==> src/rtl/complement_arbiter.sv <==
// complement_arbiter: two requesters share one complement unit (pass / ones' / twos').
// Round-robin grant, valid/ready request handshake, one registered result stage with
// backpressure. Define COMPL_OVF_EN to add the res_ovf output (twos' complement of the
// most-negative operand).
module complement_arbiter #(
    parameter int unsigned WIDTH = 5
) (
    input  logic             clk,
    input  logic             rst,
    input  logic             req0_valid,
    input  logic [WIDTH-1:0] req0_a,
    input  logic [1:0]       req0_op,
    output logic             req0_ready,
    input  logic             req1_valid,
    input  logic [WIDTH-1:0] req1_a,
    input  logic [1:0]       req1_op,
    output logic             req1_ready,
    output logic             res_valid,
    output logic [WIDTH-1:0] res_data,
    output logic             res_id,
    output logic             res_err,
    input  logic             res_ready
`ifdef COMPL_OVF_EN
    ,
    output logic             res_ovf
`endif
);

    typedef enum logic [0:0] {StEmpty, StFull} state_e;

    state_e           state_q, state_d;
    logic             last_grant_q;
    logic [WIDTH-1:0] res_data_q;
    logic             res_id_q;
    logic             res_err_q;

    logic             grant;
    logic             can_accept;
    logic             accept;
    logic [WIDTH-1:0] sel_a;
    logic [1:0]       sel_op;
    logic [WIDTH-1:0] calc_data;
    logic             calc_err;

    // Round-robin grant; the requester that did not win last acceptance wins a tie.
    always_comb begin
        grant = 1'b0;
        if (req0_valid && req1_valid) begin
            grant = ~last_grant_q;
        end else if (req1_valid) begin
            grant = 1'b1;
        end
    end

    // Handshake: the result register can take a new value when empty or being drained.
    always_comb begin
        can_accept = !rst && ((state_q == StEmpty) || res_ready);
        req0_ready = can_accept && req0_valid && (grant == 1'b0);
        req1_ready = can_accept && req1_valid && (grant == 1'b1);
        accept     = req0_ready || req1_ready;
    end

    // Shared complement unit fed by the granted requester.
    always_comb begin
        sel_a     = grant ? req1_a  : req0_a;
        sel_op    = grant ? req1_op : req0_op;
        calc_data = '0;
        calc_err  = 1'b0;
        unique case (sel_op)
            2'd0: calc_data = sel_a;
            2'd1: calc_data = ~sel_a;
            2'd2: calc_data = ~sel_a + WIDTH'(1);
            2'd3: calc_err  = 1'b1;
            default: ;
        endcase
    end

    // Result-register FSM next state.
    always_comb begin
        state_d = state_q;
        unique case (state_q)
            StEmpty: if (accept) state_d = StFull;
            StFull:  if (res_ready && !accept) state_d = StEmpty;
            default: state_d = StEmpty;
        endcase
    end

    // State, priority pointer and result registers.
    always_ff @(posedge clk) begin
        if (rst) begin
            state_q      <= StEmpty;
            last_grant_q <= 1'b1;
            res_data_q   <= '0;
            res_id_q     <= 1'b0;
            res_err_q    <= 1'b0;
        end else begin
            state_q <= state_d;
            if (accept) begin
                last_grant_q <= grant;
                res_data_q   <= calc_data;
                res_id_q     <= grant;
                res_err_q    <= calc_err;
            end
        end
    end

`ifdef COMPL_OVF_EN
    logic res_ovf_q;
    logic calc_ovf;

    // Overflow: negating the most-negative value yields itself.
    always_comb begin
        calc_ovf = (sel_op == 2'd2) && (sel_a == {1'b1, {(WIDTH-1){1'b0}}});
    end

    // Overflow flag travels with the result data.
    always_ff @(posedge clk) begin
        if (rst) begin
            res_ovf_q <= 1'b0;
        end else if (accept) begin
            res_ovf_q <= calc_ovf;
        end
    end

    assign res_ovf = res_ovf_q;
`endif

    assign res_valid = (state_q == StFull);
    assign res_data  = res_data_q;
    assign res_id    = res_id_q;
    assign res_err   = res_err_q;

endmodule

==> config.mk <==
export PLATFORM = sky130hd
export DESIGN_NAME = complement_arbiter
export DESIGN_NICKNAME = d
export VERILOG_FILES = /design/src/rtl/complement_arbiter.sv
export SDC_FILE = /design/constraint.sdc
export NUM_CORES = 1
export LEC_CHECK = 0
export CORE_MARGIN = 2
export CORE_UTILIZATION = 44
export DETAILED_ROUTE_END_ITERATION = 8
export PLACE_DENSITY = 0.86
export SYNTH_ARGS = -nofsm -noshare
export SYNTH_HDL_FRONTEND = slang
export SYNTH_SLANG_ARGS = --single-unit
export TNS_END_PERCENT = 50
==> constraint.sdc <==
create_clock -name clk -period 3 [get_ports clk]
set_input_delay 0.75 -clock clk [delete_from_list [all_inputs] [get_ports clk]]
set_output_delay 0.75 -clock clk [all_outputs]
set_load 0.01 [all_outputs]
==> run summary <==
The relative max-transition margin came out at 0.794. In the synthesized netlist the dominant register cell turns out to be sky130_fd_sc_hd__dfxtp_1. The routed wire length per instance came out at about 15 microns. The arrival time at the worst endpoint is 1.96 ns. The most common cell in the netlist is sky130_fd_sc_hd__dfxtp_1. The hold violation total from the final report came out at 0. By area, the combinational part of the netlist is dominated by compound AO/OA/AOI/OAI gates. The worst setup path is captured at an output pin. The netlist area before placement is 666 sq um. The class of the tightest hold or removal check is flop to flop. The areal power density over the cells is 373 nW/um^2. The share of cells above drive strength 1 is 0.133. The period utilization came out at 0.904. The fraction of the mapped netlist area in adder cells came out at 0.

The number of antenna violations at the first check in global routing is 0. The hold-fix buffer count after cts came out at 0. The total nets after synthesis came out at between 90 and 100. The core occupancy in the finished layout came out at 0.695. The area share of the largest cell type after synthesis is 0.271. The synthesized-area fraction occupied by xor and xnor cells came out at 0.0263. Clock tree synthesis selected as its root buffer the cell sky130_fd_sc_hd__clkbuf_4. The achievable clock frequency came out at between 300 and 400 MHz. The overall die area is 1840 sq um. The multiplexer share of the synthesized area came out at 0.132. Buffers placed on the I/O ports in this run total 28.

The placed wire-length estimate after detailed placement is around 1.5 mm. For this run, the detailed router's first-pass iteration total came to 5. The die extent in x is ~43 microns. The worst setup path is of the input port to output pin kind. sky130_fd_sc_hd__dfxtp_1 takes more of the synthesized area than any other cell. The via count of the first global-routing pass came to 789. The maximum clock insertion buffer count came out at 2. The effective utilization at floorplan is 0.458.

The largest vdd supply drop is about 220 uV. Once the clock tree was built, the resizer swapped 2 gates to a different size. Setup repair after global routing left no endpoint under its margin. The count of yosys warnings during synthesis is 0.

The area growth from synthesis to final layout is 51.9%. The remaining global-route overflow came out at 0. The peak fanout along the critical path is 4. The detail route stage leaves a number of antenna-violating nets equal to 0. The count of boundary I/O pins is 29. The first-pass GRT wire length came out at 3.29 mm. The count of distinct cell types in the synthesized netlist is 34. The via count came out at between 700 and 800. The height of the die came out at 42.9 microns.

The average instance in the mapped netlist occupies between 8 and 9 sq um. The fraction of the mapped netlist area in compound gates is 0.274. Sorting the synthesized cells by area gives the leading types as sky130_fd_sc_hd__dfxtp_1 (27%), sky130_fd_sc_hd__mux2i_1 (7.5%), sky130_fd_sc_hd__a31oi_1 (3.8%).

In this run the number of H-tree levels came out at 1. Setup slack on the worst reg-to-reg path comes out at around 1 ns. On the final layout, the worst clock skew is between 0.015 and 0.02 ns. Buffers added to address setup during post-CTS repair amount to 0. The minimum clock period after layout is approximately 2.7 ns. The detailed router's first-iteration violation count is 25. The sequential share of the synthesized area came out at 0.271. The TritonCTS clock tree is built.

The count of final max-slew check failures came out at 0. The total wire length after detailed routing came out at 1.97 mm. The share of synthesized flip-flops with an asynchronous set or reset came out at 0.

The worst-margin pin slew came out at between 0.3 and 0.4 ns. The clock input transition at the sequential cells of the worst setup and hold paths is 0.06 ns. The antenna diode instance count is 0. The final routed DRC violation total is 0.

The endpoint required time on the critical path is between 2 and 2.5 ns. The setup-violating endpoint count in the final report is 0. The later-pin clock latency in the skew report is approximately 0.27 ns. The number of cell rows came out at 14. The flow ran to the end, and the final reports show no timing, DRC or antenna violations. The net count of the finished layout is between 100 and 150. The maximum number of pins on one net before global-route repair is 13. The number of clock buffers added by TritonCTS is 3. The number of max-cap violations is 0. The core area came out at roughly 1500 sq um. In the final timing run, aggregate negative setup slack is 0 ns. The number of enable flip-flop cells after synthesis came out at 0. Across every metal layer, demand over resource in global routing totals 0.232. Summed over all cells, the static leakage comes to just under 0.4 nW. The average vias per placed instance came out at 6.05. The basic-gate share of the synthesized area counting and, or, nand and nor cells came out at 0.256. The total power came out at about 0.38 mW. The last weighted congestion value of the routability-driven placer is 0.802. The number of flip-flops and latches in the synthesized netlist is 9. After technology mapping, the gate count stands at 79. The kind of launch point of the worst setup path is an input port.

The number of clock sinks is 9.
-- where the power goes --
group	switching (mW)	internal [mW]	leakage, nW
combinational	0.0611	0.0783	0.301
sequential	0.00666	0.131	0.0746
clock	0.0490	0.0513	0.0150
-- worst paths after layout --
| check | startpoint | end | cells after the start |
|---|---|---|---|
| worst max-delay path | req1_valid | req1_ready | 4 |
| worst min-delay path | res_data[0] | res_data[0] | 2 |
| worst max register to register | last_grant_q | res_data[1] | 6 |
| worst min register to register | res_data[0] | res_data[0] | 2 |
-- through the flow --
stage | instances | cell area [sq um] | hold WS (ns) | setup slack, ns
6_report | 129 | 1010 | 0.496 | 0.289
5_1_grt | 129 | 1010 | 0.531 | 0.176
4_1_cts | 129 | 1010 | 0.501 | 0.267
3_5_place_dp | 125 | 987 | 0.489 | -0.0130
3_3_place_gp | 125 | 987 | 0.476 | 0.00654
2_1_floorplan | 79 | 666 | 0.504 | 0.739
-- cell usage in the layout (no fill, tap or decap), types with 2 or more instances in the layout --
cell                              synthesis  routed
sky130_fd_sc_hd__nor3b_1                  2       2
sky130_fd_sc_hd__nand3_1                  3       3
sky130_fd_sc_hd__clkbuf_4                 0       3
sky130_fd_sc_hd__a21oi_1                  2       2
sky130_fd_sc_hd__mux2_2                   2       2
sky130_fd_sc_hd__or3_1                    3       3
sky130_fd_sc_hd__nand2_1                  5       5
sky130_fd_sc_hd__nor3_1                   5       5
sky130_fd_sc_hd__or4_1                    3       3
sky130_fd_sc_hd__buf_4                    0       6
sky130_fd_sc_hd__o21ai_0                  5       5
sky130_fd_sc_hd__a311oi_1                 2       2
sky130_fd_sc_hd__a41oi_1                  2       2
sky130_fd_sc_hd__dfxtp_1                  9       9
sky130_fd_sc_hd__a221oi_1                 2       2
sky130_fd_sc_hd__mux2i_1                  5       5
sky130_fd_sc_hd__a31oi_1                  4       4
sky130_fd_sc_hd__clkdlybuf4s50_1          0      26
sky130_fd_sc_hd__o21a_1                   2       2
sky130_fd_sc_hd__nor2_1                   5       5
sky130_fd_sc_hd__dlygate4sd2_1            0       2
-- state kept, by name, summed over array words and instances, names as in the netlist --
register / flops
last_grant_q: 1
res_data: 5
res_err: 1
res_id: 1
res_valid: 1
-- worst max-delay path: stages --
cell,delay [ns]
sky130_fd_sc_hd__clkdlybuf4s50_1,0.52
sky130_fd_sc_hd__a21bo_4,0.24
sky130_fd_sc_hd__nor3_1,0.16
sky130_fd_sc_hd__dlygate4sd2_1,0.29
-- logic make-up after synthesis --
family / count (synthesis)
DFF: 9
and+or+nand+nor: 31
muxes: 8
AOI/OAI and AO/OA: 24
xor gates and xnor gates: 2
buffers and inverters: 5
-- final cells by class --
type,count,area [sq um]
multi-input combinational,65,458
fill,125,443
timing repair buffer,34,323
sequential,9,180
clock buffer,4,26.3
tap,16,20.0
inverter,1,3.75
-- per-layer routing --
| metal | global-route usage | wire [microns] | vias up |
|---|---|---|---|
| li1 | - | - | 380 |
| met1 | 0.262 | 782 | 359 |
| met2 | 0.430 | 1010 | 36 |
| met3 | 0.0426 | 145 | 5 |
| met4 | 0.0688 | 27 | 0 |
| met5 | 0 | 0 | - |
(Power assumes the default switching activity.)
